$ cat config.mk
export PLATFORM = sky130hd
export DESIGN_NAME = dividend_reconstructor
export DESIGN_NICKNAME = d
export VERILOG_FILES = /design/src/rtl/dividend_reconstructor_pkg.sv /design/src/rtl/recon_shift_add_step.sv /design/src/rtl/dividend_reconstructor.sv
export SDC_FILE = /design/constraint.sdc
export NUM_CORES = 1
export LEC_CHECK = 0
export CORE_ASPECT_RATIO = 1.2
export CORE_MARGIN = 5
export CORE_UTILIZATION = 40
export CTS_CLUSTER_DIAMETER = 60
export CTS_CLUSTER_SIZE = 40
export DETAILED_ROUTE_END_ITERATION = 6
export GPL_TIMING_DRIVEN = 0
export PLACE_DENSITY_LB_ADDON = 0.1
export SLEW_MARGIN = 20
export SYNTH_ARGS = -nofsm -noshare
export SYNTH_HDL_FRONTEND = slang
export SYNTH_SLANG_ARGS = --single-unit
$ cat constraint.sdc
create_clock -name clk -period 4.7 [get_ports clk]
set_input_delay 0.94 -clock clk [delete_from_list [all_inputs] [get_ports clk]]
set_output_delay 0.94 -clock clk [all_outputs]
set_load 0.02 [all_outputs]
$ cat src/rtl/dividend_reconstructor_pkg.sv
// Shared types and default widths for the dividend reconstructor.
// The state enum is also visible to the bench via the debug port.
package dividend_reconstructor_pkg;

   localparam int QW_DEF = 8;
   localparam int DW_DEF = 5;
   localparam int SW_DEF = 13;

   typedef enum logic [1:0] {
      S_IDLE = 2'd0,
      S_MUL  = 2'd1,
      S_ADDR = 2'd2,
      S_FIN  = 2'd3
   } state_t;

endpackage

$ cat src/rtl/recon_shift_add_step.sv
// One shift-add step: a + (qbit ? d << cnt : 0).
// The carry flags any sum bit at or above bit SW, including D bits shifted past SW.
module recon_shift_add_step #(
   parameter int QW = 8,
   parameter int DW = 5,
   parameter int SW = 13,
   parameter int CW = 3
) (
   input  logic [SW-1:0] i_a,
   input  logic [DW-1:0] i_d,
   input  logic [CW-1:0] i_cnt,
   input  logic          i_qbit,
   output logic [SW-1:0] o_a,
   output logic          o_carry
);

   // Wide enough that neither the shifted addend nor the sum can lose bits.
   localparam int WW = SW + DW + QW + 1;

   logic [WW-1:0] w_add;
   logic [WW-1:0] w_sum;

   always_comb begin
      w_add = '0;
      if (i_qbit) w_add = WW'(i_d) << i_cnt;
      w_sum = WW'(i_a) + w_add;
   end

   assign o_a     = w_sum[SW-1:0];
   assign o_carry = |w_sum[WW-1:SW];

endmodule

$ cat src/rtl/dividend_reconstructor.sv
// Rebuilds S = Q*D + R with an LSB-first shift-add loop and a final remainder add.
// Results and flags are registered as ADDR completes so they are valid during the done cycle.
module dividend_reconstructor
   import dividend_reconstructor_pkg::*;
#(
   parameter int QW = QW_DEF,
   parameter int DW = DW_DEF,
   parameter int SW = SW_DEF
) (
   input  logic          clk,
   input  logic          rst,
   input  logic          lds,
   input  logic          startm,
   input  logic [QW-1:0] quo,
   input  logic [DW-1:0] rem,
   input  logic [DW-1:0] dives,
   output logic          busy,
   output logic          done,
   output logic [SW-1:0] s_out,
   output logic          ovf,
   output logic          bad,
   output state_t        o_dbg_state
);

   localparam int CW = (QW > 1) ? $clog2(QW) : 1;

   state_t        r_state;
   logic [QW-1:0] r_quo;
   logic [DW-1:0] r_rem;
   logic [DW-1:0] r_div;
   logic [QW-1:0] r_q;
   logic [SW:0]   r_acc;
   logic [CW-1:0] r_cnt;

   logic [DW-1:0] w_d;
   logic [CW-1:0] w_cnt;
   logic          w_qbit;
   logic [SW-1:0] w_sum;
   logic          w_carry;

   // ADDR reuses the step with the remainder as an unshifted addend.
   assign w_d    = (r_state == S_ADDR) ? r_rem : r_div;
   assign w_cnt  = (r_state == S_ADDR) ? '0 : r_cnt;
   assign w_qbit = (r_state == S_ADDR) ? 1'b1 : r_q[0];

   recon_shift_add_step #(.QW(QW), .DW(DW), .SW(SW), .CW(CW)) u_step (
      .i_a     (r_acc[SW-1:0]),
      .i_d     (w_d),
      .i_cnt   (w_cnt),
      .i_qbit  (w_qbit),
      .o_a     (w_sum),
      .o_carry (w_carry)
   );

   always_ff @(posedge clk) begin
      if (rst) begin
         r_state <= S_IDLE;
         r_quo   <= '0;
         r_rem   <= '0;
         r_div   <= '0;
         r_q     <= '0;
         r_acc   <= '0;
         r_cnt   <= '0;
         busy    <= 1'b0;
         done    <= 1'b0;
         s_out   <= '0;
         ovf     <= 1'b0;
         bad     <= 1'b0;
      end else begin
         done <= 1'b0;
         case (r_state)
            S_IDLE: begin
               if (lds) begin
                  r_quo <= quo;
                  r_rem <= rem;
                  r_div <= dives;
               end else if (startm) begin
                  r_acc   <= '0;
                  r_q     <= r_quo;
                  r_cnt   <= '0;
                  busy    <= 1'b1;
                  r_state <= S_MUL;
               end
            end
            S_MUL: begin
               r_acc <= {r_acc[SW] | w_carry, w_sum};
               r_q   <= r_q >> 1;
               r_cnt <= r_cnt + 1'b1;
               if (r_cnt == CW'(QW - 1)) r_state <= S_ADDR;
            end
            S_ADDR: begin
               r_acc   <= {r_acc[SW] | w_carry, w_sum};
               s_out   <= w_sum;
               ovf     <= r_acc[SW] | w_carry;
               bad     <= (r_div == '0) || (r_rem >= r_div);
               done    <= 1'b1;
               r_state <= S_FIN;
            end
            S_FIN: begin
               busy    <= 1'b0;
               r_state <= S_IDLE;
            end
            default: r_state <= S_IDLE;
         endcase
      end
   end

   assign o_dbg_state = r_state;

endmodule

# --- Word level (Yosys, flattened, before mapping) ---
# Index checks and enable logic that the tools add are counted.
op_classes:
  addsub: 2
  mul: 0
  div: 0
  magnitude_cmp: 1
  eq_ne: 7
  shift: 1
  n_mux: 21
  n_bitwise: 1
  reduce_logical: 13
op_table:
  columns: ["op", "n"]
  rows:
  - ["14-bit 2-to-1 mux", 2]
  - ["14-bit case mux with 2 select lines", 1]
  - ["13-bit by 27-bit adder with 27-bit output", 1]
  - ["27-bit 2-to-1 mux", 1]
  - ["5-bit by 3-bit left shift with 27-bit output", 1]
  - ["8-bit 2-to-1 mux", 2]
  - ["8-bit case mux with 2 select lines", 1]
  - ["14-bit OR reduction", 1]
  - ["3-bit AND reduction", 4]
  - ["3-bit 2-to-1 mux", 3]
  - ["2-bit case mux with 4 select lines", 1]
  - ["2-bit 2-to-1 mux", 3]
  - ["2-bit != test (second input constant)", 3]
  - ["3-bit case mux with 2 select lines", 1]
  - ["2-bit nonzero test", 3]
  - ["5-bit greater-or-equal comparator", 1]
  - ["5-bit zero test", 1]
  - ["5-bit 2-to-1 mux", 1]
  - ["2-bit == test (second input constant)", 2]
  - ["1-bit 2-to-1 mux", 4]
  - ["3-bit by 1-bit adder with 3-bit output (second input constant)", 1]
  - ["3-bit == test (second input constant)", 1]
  - ["2-bit by 1-bit == test with 1-bit output (second input constant)", 1]
  - ["2-bit zero test", 1]
  - ["other kinds (5)", 5]
word_totals:
  ff_bits: 62
  latch_bits: 0
  ram_bits: 0
  romBits: 0
  inputBits: 22
  output_inout_bits: 19
  elab_cells: 58
  mem_count: 0

# --- Logic depth before layout (Yosys ltp) ---
# Gate-level depths: netlist (run 1).
depth:
  word_depth: 8
  ltp_mapped: 15
  ltp_nobuf: 13

# --- Hierarchy ---
# Synthesis (run 1) repeated with hierarchy kept, for this count alone.
unflattened:
  cells_unflattened: 399
  hier_area_um2: 3415.8
modules_own_cells:
  columns: ["module", "n_inst", "cells_each", "area_each_um2", "seq_area_each_um2"]
  rows:
  - ["dividend_reconstructor", 1, 287, 2600.0, 1241.2]
  - ["recon_shift_add_step", 1, 112, 815.8, 0.0]

# --- Worst setup path before layout (run 1) ---
# No wires, ideal clock.
synth_path:
  kind: "register to register"
  startpoint: "reg r_state[0], in the netlist o_dbg_state[0]"
  endpoint: "reg r_acc[10]"
  setup_time_ns: 0.117
  arrival_ns: 3.290
  required_time_ns: 4.583
  setup_slack_ns: 1.293
  path_stages_with_launch: 14
  path_buffers: 2
  period_less_slack_ns: 3.407
  path_cell_list: "dfxtp_1 inv_1 ha_1 clkbuf_1 clkbuf_1 o21ai_1 nor2_1 ha_1 fa_1 a211oi_2 o21ai_2 o21a_1 or3_1 a32o_1"
synth_between:
  elab_chain_cells: 6
  word_cells_on_any_way: 15
  classes_between: "add/sub (1); eq/ne (4); shift (1); mux (5); reduce/logical (4)"
synth_rtl:
  columns: ["item", "line_no", "text"]
  rows:
  - ["start: declaration", "dividend_reconstructor.sv:27", "state_t r_state;"]
  - ["start signal: assignment", "dividend_reconstructor.sv:57", "r_state <= S_IDLE;"]
  - ["start signal: assignment", "dividend_reconstructor.sv:82", "r_state <= S_MUL;"]
  - ["start signal: assignment", "dividend_reconstructor.sv:89", "if (r_cnt == CW'(QW - 1)) r_state <= S_ADDR;"]
  - ["2-bit == test", null, null]
  - ["5-bit 2-to-1 mux or 3-bit 2-to-1 mux (tied branches)", "dividend_reconstructor.sv:42, dividend_reconstructor.sv:43", null]
  - ["5-bit by 3-bit left shift with 27-bit output", "recon_shift_add_step.sv:25", "if (i_qbit) w_add = WW'(i_d) << i_cnt;"]
  - ["27-bit 2-to-1 mux", "recon_shift_add_step.sv:25", null]
  - ["13-bit by 27-bit adder with 27-bit output", "recon_shift_add_step.sv:26", "w_sum = WW'(i_a) + w_add;"]
  - ["14-bit case mux with 2 select lines", "dividend_reconstructor.sv:71", "case (r_state)"]
  - ["end signal: assignment", "dividend_reconstructor.sv:86", "r_acc <= {r_acc[SW] | w_carry, w_sum};"]
  - ["end signal: assignment", "dividend_reconstructor.sv:92", "r_acc <= {r_acc[SW] | w_carry, w_sum};"]
  - ["end: declaration", "dividend_reconstructor.sv:32", "logic [SW:0] r_acc;"]
# Several ways; a longest one is shown, not always the timed one.
# A chain may end at the register's enable or synchronous reset.

# --- Worst setup path in the final report (run 1) ---
# Ends and elaborated chain as after synthesis.

==> metrics, run 1 <==
Crit Path Max Fanout=10; r2r setup slk=0.88 ns; Buf/Inv on CP=3; maximum vdd drop=0.247 mV; total number of vias=3302; endpoints failing hold=0; Max Slew Vio Count=0; crit start category=register; kind of critical path=register to register; Die X=96.6 µm; row cnt=38; antenna violations before repair=0; Starting Density=0.403; port bufs=40; CTS buffer count=9; # H-tree levels=3; Area Overhead vs Synth=22.4%; Reg area=1240 µm²; top achievable clock speed=between 200 and 300 MHz; area of the multi-input gates=2190 µm²; Reg2Reg Capture Point=r_acc[10]$_SDFFE_PP0P_; Avg Cell Area, Syn=8.27 µm²; vias in the first global route=3147; antenna fix cells=0; most common cell in the netlist=dfxtp_1; Hold WC Path Type=register to register; Die Footprint=11000 µm²; Req. time, crit path=4.94 ns; Critical Path AT=4.06 ns; clock slew at reported path FFs=0.08 ns; worst-case clock buffer depth=2; Placer Congestion=0.867; largest net degree at the start of global routing=13; cts hold-fix bufs=0; Max stage delay on crit path=0.45 ns; Clock Latency Late Sink=0.34 ns; RSZ-0062 raised after global routing=false; Cell Area, Synth=about 3600 µm²; Slew @ Worst Pin=approximately 0.75 ns; Tmin final=between 3 and 4 ns; remaining antenna violation count=0; Register-to-Register Path Depth=13; power density over the cells=431 nW/µm²; Crit-path slowest cell=fa_1; Worst R2R Start=o_dbg_state[0]$_SDFFE_PP0P_; final setup fails=0; Rel. slew slack=0.498; min-delay src=r_quo[6]$_SDFFE_PP0P_; fin crit share=0.813; register area share after synthesis=0.345; # clock sinks=62; # fillers=955; Total Routing Usage GR=0.184; Hold Slack=0.456 ns; number of distinct library cells after synthesis=66; Most used DFF post-synth=dfxtp_1; Synth area leaders=dfxtp_1, ha_1, nand2_1, a21oi_1, nor2_1; Routed wire per std cell=15.4 µm; Clock Tree Root=clkbuf_8; status=complete, no violations; final WL=9.44 mm; fin util=0.493; Vias/cell=5.40; number of flops mapped to enable cells by yosys=0; post-synth net total=482; Post-synth ARST share=0; most instantiated cells after synthesis=dfxtp_1, nand2_1, nor2_1; Lkg Pwr=~1.7 nW; cells after synthesis=435; Post-CTS Setup Bufs=0; CTS tree=yes; post-cts sizing count=0; synth warn=0; CORE AREA=8940 µm²; critical path's top delay family=compound AO/OA/AOI/OAI gates; drt drc=0; initial DRC count=144; hold endpoint=r_quo[6]$_SDFFE_PP0P_; global-route wire length before repair=15.6 mm; critical path, cell by cell=inv_1, ha_1, clkbuf_1, clkbuf_1, o21ai_1, nor2_1, ha_1, fa_1, a211oi_2, o21ai_2, o21a_1, or3_1, a32o_1; Ports=41; max-cap violations=0; CP Capture Type=register; Pre-antenna DRT Iters=4; GR Overflow Total=0; Synth top area share=0.345; fin nets=533; Die Y=114 µm; share of layout cells above drive strength 1=0.0815; Synth Register Bits=62; area leader, netlist=dfxtp_1; Total Neg Setup Slack=0 ns; Worst Setup Slack, final=0.879 ns; hold depth=2; clock skew=0.0118 ns; DP HPWL=7.18 mm; pre-CTS setup slack=0.863 ns
==> cells by family after synthesis <==
logic type,count (synthesis),share of synthesized area
adders and majority gates,25,0.0890
AOI/OAI and AO/OA,120,0.232
DFF,62,0.345
and+or+nand+nor,165,0.219
muxes,18,0.0549
xor gates and xnor gates,5,0.0122
buffers and inverters,40,0.0476
==> cell type report <==
| class | count | area share |
|---|---|---|
| buffer | 26 | 0.0270 |
| clock buffer | 10 | 0.0313 |
| clock inverter | 6 | 0.0264 |
| inverter | 14 | 0.0119 |
| multi-input combinational | 333 | 0.496 |
| sequential | 62 | 0.282 |
| tap | 120 | 0.0341 |
| timing repair buffer | 40 | 0.0909 |
==> tightest hold or removal path: cells and delay by family, from the launching register on <==
kind / cells / cell delay [ns]
DFF: 1 / 0.31
and+or+nand+nor: 1 / 0.05
AOI/OAI and AO/OA: 1 / 0.05
==> flip-flops by register name, summed over array words and instances (netlist names) <==
name         flops
r_q              8
r_div            5
r_rem            5
r_cnt            3
busy             1
ovf              1
s_out           13
r_acc           14
bad              1
o_dbg_state      2
done             1
r_quo            8
==> metrics by stage <==
step / instances / area [µm²] / total power (W)
6_report: 611 / 4400 / 0.00190
5_1_grt: 611 / 4400 / 0.00203
4_1_cts: 611 / 4400 / 0.00192
3_5_place_dp: 595 / 4150 / 0.00132
3_3_place_gp: 595 / 4150 / 0.00131
2_1_floorplan: 435 / 3600 / 0.00112
==> metal layers <==
metal	track usage	up-vias	wire length, µm
li1	-	1678	-
met1	0.225	1539	4230
met3	0.0402	17	299
met4	0.0552	0	173
met5	0	-	0
met2	0.318	68	4730
==> how the worst max path moves through the flow <==
stage | end | slack (ns) | startpoint | cells past startpoint
floorplan | r_acc[10]$_SDFFE_PP0P_ | 1.29 | o_dbg_state[0]$_SDFFE_PP0P_ | 13
global placement | r_acc[10]$_SDFFE_PP0P_ | 0.85 | o_dbg_state[0]$_SDFFE_PP0P_ | 13
detailed placement | r_acc[10]$_SDFFE_PP0P_ | 0.86 | o_dbg_state[0]$_SDFFE_PP0P_ | 13
CTS | r_acc[10]$_SDFFE_PP0P_ | 0.84 | o_dbg_state[0]$_SDFFE_PP0P_ | 13
global route | r_acc[10]$_SDFFE_PP0P_ | 0.59 | o_dbg_state[0]$_SDFFE_PP0P_ | 13
finish | r_acc[10]$_SDFFE_PP0P_ | 0.88 | o_dbg_state[0]$_SDFFE_PP0P_ | 13
==> layout by cell type, fill, tap and decap left out, types with 3 or more instances in the layout <==
| cell | instances |
|---|---|
| dfxtp_1 | 62 |
| nor2b_1 | 7 |
| o21a_1 | 5 |
| nand4_1 | 3 |
| buf_2 | 5 |
| nor3b_1 | 5 |
| clkdlybuf4s50_1 | 40 |
| buf_1 | 4 |
| a32oi_1 | 3 |
| o21ai_0 | 14 |
| a211oi_1 | 10 |
| clkbuf_1 | 14 |
| inv_1 | 14 |
| ha_1 | 24 |
| nor4_1 | 3 |
| nand2_1 | 53 |
| xor2_1 | 3 |
| bufinv_16 | 3 |
| a32o_1 | 3 |
| mux2i_1 | 13 |
| nor3_1 | 6 |
| nor2_1 | 47 |
| and2_1 | 3 |
| a22oi_1 | 6 |
| nand2b_1 | 8 |
| a311oi_1 | 3 |
| a21oi_1 | 39 |
| clkbuf_8 | 10 |
| or4_1 | 3 |
| nand3_1 | 11 |
| or3_1 | 5 |
| o211ai_1 | 6 |
| mux2_2 | 4 |
| a21o_1 | 6 |
==> report_power, final <==
part,internal [W],switching (W)
Sequential,0.000604,0.0000640
Combinational,0.000247,0.000382
Clock,0.000371,0.000229
Total,0.00122,0.000675
Power figures use the tool's default switching activity.
==> run 2: changes to the inputs <==
clock period = 3.4 ns   (was 4.7 ns; I/O delays follow)
==> metrics, run 2 (synthesis results as in run 1) <==
Routed wire per std cell=15.9 µm (+3.2%); kind of critical path=register to register; Pre-antenna DRT Iters=4 (unchanged); Worst setup startpoint=o_dbg_state[0]$_SDFFE_PP0P_; remaining antenna violation count=0 (unchanged); Crit Path Max Fanout=7 (-3); CTS buffer count=9 (unchanged); clock slew at reported path FFs=0.08 ns (about the same); Clock Latency Late Sink=0.34 ns (about the same); met3 usage=0.0442 (+0.00396); fin crit share=0.960 (+0.147); port bufs=40 (unchanged); Hold WC Path Type=register to register; commonest non-fill, non-tap cell in the layout=dfxtp_1; Top reg by flops=r_acc; Total Routing Usage GR=0.188 (+0.00458); antenna violations before repair=0 (unchanged); post-route insts no fill=614 (+0.49%); CP Capture Type=register; Critical Path AT=3.55 ns (-0.51 ns); Placer Congestion=0.845 (-2.6%); Ports=41 (unchanged); final WL=9.79 mm (+3.7%); worst-case clock buffer depth=2 (unchanged); Tmin final=3.26 ns (-0.558 ns); placed cell count=595 (unchanged); Rel. slew slack=0.545 (+0.0470); vias in the first global route=3381 (+7.4%); Vias/cell=5.43 (+0.48%); CTS tree=yes; Post-Layout Inst Area=4560 µm² (+3.6%); maximum vdd drop=0.354 mV (+43%); Die Footprint=11000 µm² (unchanged); GR Overflow Total=0 (unchanged); final setup fails=0 (unchanged); Lkg Pwr=1.70 nW (+1.5%); max reg flops=14 (unchanged); largest net degree at the start of global routing=12 (-1); Worst R2R Start=o_dbg_state[0]$_SDFFE_PP0P_; share of layout cells above drive strength 1=0.140 (+0.0582); GRT Max-Usage Layer=met2; Die Y=114 µm (unchanged); Die X=96.6 µm (unchanged); total number of vias=3334 (+0.97%); antenna fix cells=0 (unchanged); drt drc=0 (unchanged); Largest regs=r_acc (14), s_out (13); top achievable clock speed=306 MHz (+17%); Placed Area=4150 µm² (about the same); clock skew=0.0108 ns (-0.000985 ns); # clock sinks=62 (unchanged); global routing usage on met1=0.228 (+0.00313); Register-to-Register Path Depth=14 (+1); DP HPWL=7.16 mm (-0.29%); # fillers=921 (-3.6%); Pwr Total=0.00260 W (+37%); power density over the cells=571 nW/µm² (+32%); min-delay src=r_quo[7]$_SDFFE_PP0P_; Starting Density=0.403 (unchanged); endpoints failing hold=0 (unchanged); pre-CTS setup slack=-0.530 ns (-1.39 ns); CORE AREA=8940 µm² (unchanged); most frequent cells in the layout=dfxtp_1, nand2_1, nor2_1; Total Neg Setup Slack=0 ns (unchanged); hold depth=2 (unchanged); fin nets=536 (+0.56%); status=complete, no violations; Worst Setup Slack, final=0.137 ns (-0.742 ns); max-cap violations=0 (unchanged); Area Overhead vs Synth=26.8%; Req. time, crit path=3.69 ns (-1.25 ns); initial DRC count=161 (+12%); Max Slew Vio Count=0 (unchanged); cts hold-fix bufs=0 (unchanged); crit start category=register; Slew @ Worst Pin=0.683 ns (-0.0705 ns); routing usage on met2=0.319 (+0.00138); row cnt=38 (unchanged); # H-tree levels=3 (unchanged); Clock Tree Root=clkbuf_8; global-route wire length before repair=16.1 mm (+2.8%)
[run 2: critical path: stages (launching register included)]
cell	delay [ns]
dfxtp_4	0.37
inv_4	0.07
ha_4	0.17
mux4_2	0.49
mux2_2	0.28
o22a_1	0.20
a21oi_2	0.15
nor2_2	0.07
ha_4	0.25
a21oi_4	0.14
and2_4	0.18
a211oi_4	0.09
buf_4	0.16
or4_1	0.51
nand3_1	0.08
[run 2: where the power goes]
part           internal, W  switching (W)
sequential        0.000839      0.0000927
combinational     0.000393       0.000560
clock             0.000412       0.000308
[run 2: final cells by class]
class	instances	area, µm²	area share
Multi-Input combinational cell	333	2330	0.511
Sequential cell	62	1250	0.273
Timing Repair Buffer	44	430	0.0943
Tap cell	120	150	0.0329
Buffer	25	134	0.0293
Clock buffer	10	128	0.0280
Clock inverter	6	86.3	0.0189
Inverter	14	55.1	0.0121
[run 2: stage by stage]
stage / hold slack, ns / utilization
floorplan: 0.432 / -
CTS: 0.459 / 0.498
finish: 0.458 / 0.510
detailed placement: 0.449 / 0.465
global placement: 0.445 / 0.465
global route: 0.482 / 0.510
[run 2: metal layers]
| metal | wire (µm) | vias up | part of all wire |
|---|---|---|---|
| met4 | 189 | 0 | 0.019 |
| li1 | - | 1677 | - |
| met2 | 4890 | 62 | 0.50 |
| met5 | 0 | - | 0 |
| met3 | 373 | 14 | 0.038 |
| met1 | 4340 | 1581 | 0.44 |
[run 2: timing repair]
action / CTS / global route
setup endpoints to repair: 20 / 13
buffers inserted: 1 / 3
pin swaps: 1 / 15
resized for setup: 20 / 24
[run 2: final timing paths]
check,to,slack (ns)
max,r_acc[11]$_SDFFE_PP0P_,0.14
min,r_quo[7]$_SDFFE_PP0P_,0.46
max reg2reg,r_acc[11]$_SDFFE_PP0P_,0.14
min reg2reg,r_quo[7]$_SDFFE_PP0P_,0.46
==> run 3: changes to the inputs <==
CTS_BUF_LIST = sky130_fd_sc_hd__clkbuf_2 sky130_fd_sc_hd__clkbuf_4 sky130_fd_sc_hd__clkbuf_8   (was default)
DONT_BUFFER_PORTS = 1   (was default)
clock period = 4.12 ns   (was 3.4 ns; I/O delays follow)
==> metrics, run 3 (synthesis results as in run 1) <==
status=complete, no violations; Clock Tree Root=clkbuf_8; vias in the first global route=2992 (-12%); commonest non-fill, non-tap cell in the layout=dfxtp_1; # clock sinks=62 (unchanged); antenna fix cells=0 (unchanged); most frequent cells in the layout=dfxtp_1, nand2_1, nor2_1; Post-CTS Setup Bufs=0 (-1); Top reg by flops=r_acc; row cnt=38 (unchanged); Hold WC Path Type=register to register; Largest regs=r_acc (14), s_out (13); Req. time, crit path=4.32 ns (+0.63 ns); # fillers=983 (+6.7%); final setup fails=0 (unchanged); largest net degree at the start of global routing=12 (unchanged); share of layout cells above drive strength 1=0.0976 (-0.0421); clock slew at reported path FFs=0.07 ns (about the same); fin crit share=0.920 (-0.0393); CP Capture Type=register; Max stage delay on crit path=0.54 ns (+0.03 ns); fin nets=493 (-8.0%); Crit Path Max Fanout=10 (+3); endpoints failing hold=0 (unchanged); Lkg Pwr=1.52 nW (-11%); Crit-path slowest cell=dfxtp_1; Clock Latency Late Sink=0.35 ns (about the same); total number of vias=3169 (-4.9%); Pre-antenna DRT Iters=4 (unchanged); Vias/cell=5.55 (+2.2%); maximum vdd drop=0.264 mV (-25%); GR Overflow Total=0 (unchanged); drt drc=0 (unchanged); clock skew=0.0146 ns (+0.00377 ns); port bufs=0 (-100%); RSZ-0062 raised after global routing=false; Rel. slew slack=0.525 (-0.0193); Max Slew Vio Count=0 (unchanged); # H-tree levels=3 (unchanged); DP HPWL=7.15 mm (-0.17%); Die Y=114 µm (unchanged); max-cap violations=0 (unchanged); Die Footprint=11000 µm² (unchanged); Slew @ Worst Pin=0.710 ns (+0.0274 ns); antenna violations before repair=0 (unchanged); top achievable clock speed=264 MHz (-14%); power density over the cells=515 nW/µm² (-9.8%); Placer Congestion=0.833 (-1.3%); global-route wire length before repair=15.7 mm (-2.5%); CTS tree=yes; max reg flops=14 (unchanged); CP most frequent cell=ha_1; worst-case clock buffer depth=2 (unchanged); remaining antenna violation count=0 (unchanged); Area Overhead vs Synth=10.6%; cts hold-fix bufs=0 (unchanged); Critical Path AT=3.99 ns (+0.44 ns); CTS buffer count=9 (unchanged); initial DRC count=109 (-32%); Ports=41 (unchanged); critical path, cell by cell=ha_1, clkbuf_1, clkbuf_2, nor2_1, o32ai_1, ha_1, buf_6, a21o_1, a311o_1, a221oi_4, o221ai_1; Pwr Total=0.00205 W (-21%); Starting Density=0.403 (unchanged); kind of critical path=register to register; Tmin final=3.79 ns (+0.529 ns); Total Neg Setup Slack=0 ns (unchanged); crit start category=register; CORE AREA=8940 µm² (unchanged); Total Routing Usage GR=0.184 (-0.00377); Die X=96.6 µm (unchanged); Routed wire per std cell=16.7 µm (+4.9%); final WL=9.55 mm (-2.5%)
-- run 3: cell type report --
class | count | area, µm² | area share
multi-input cells | 333 | 2190 | 0.550
clock inverters | 6 | 85.1 | 0.0214
plain buffers | 26 | 121 | 0.0305
flip-flops and latches | 62 | 1240 | 0.312
clock buffers | 10 | 138 | 0.0346
well taps | 120 | 150 | 0.0377
inverters | 14 | 52.6 | 0.0132
-- run 3: path summary, 6_finish.rpt --
kind | start | endpoint | slack (ns) | cells past startpoint
worst max-delay path | o_dbg_state[1]$_SDFFE_PP0P_ | s_out[12]$_SDFFE_PP0N_ | 0.33 | 11
worst min-delay path | r_quo[4]$_SDFFE_PP0P_ | r_quo[4]$_SDFFE_PP0P_ | 0.46 | 2
worst max register to register | o_dbg_state[1]$_SDFFE_PP0P_ | s_out[12]$_SDFFE_PP0N_ | 0.33 | 11
worst min register to register | r_quo[4]$_SDFFE_PP0P_ | r_quo[4]$_SDFFE_PP0P_ | 0.46 | 2
-- run 3: power by group --
| part | switching (W) | internal [W] |
|---|---|---|
| clock | 0.000255 | 0.000355 |
| combinational | 0.000411 | 0.000239 |
| sequential | 0.0000993 | 0.000691 |
-- run 3: timing repair --
item / in CTS / in global routing
endpoints found under the hold margin: 0 / 0
resized for setup: 0 / 5
setup endpoints to repair: 0 / 8
-- run 3: metrics by stage --
stage,setup WS (ns),cells,hold slack [ns],util,area [µm²]
6_report,0.328,571,0.458,0.445,3980
5_1_grt,0.0940,571,0.484,0.445,3980
4_1_cts,0.0534,571,0.460,0.444,3970
3_5_place_dp,0.0825,555,0.450,0.419,3750
3_3_place_gp,0.0935,555,0.447,0.419,3750
2_1_floorplan,0.713,435,0.432,-,3600
-- run 3: critical path, delay by kind of cell, from the launching register on --
family | cells | cell delay, ns
flops | 1 | 0.54
fa+ha+maj | 2 | 0.59
simple gates | 1 | 0.10
buf+inv | 3 | 0.89
compound gates | 5 | 1.53
-- run 3: routing by layer --
layer / share of wire / wire length [µm] / track usage / vias to the layer above
met4: 0.011 / 102 / 0.0514 / 0
li1: - / - / - / 1593
met3: 0.035 / 330 / 0.0396 / 9
met2: 0.50 / 4750 / 0.314 / 53
met5: 0 / 0 / 0 / -
met1: 0.46 / 4360 / 0.233 / 1514
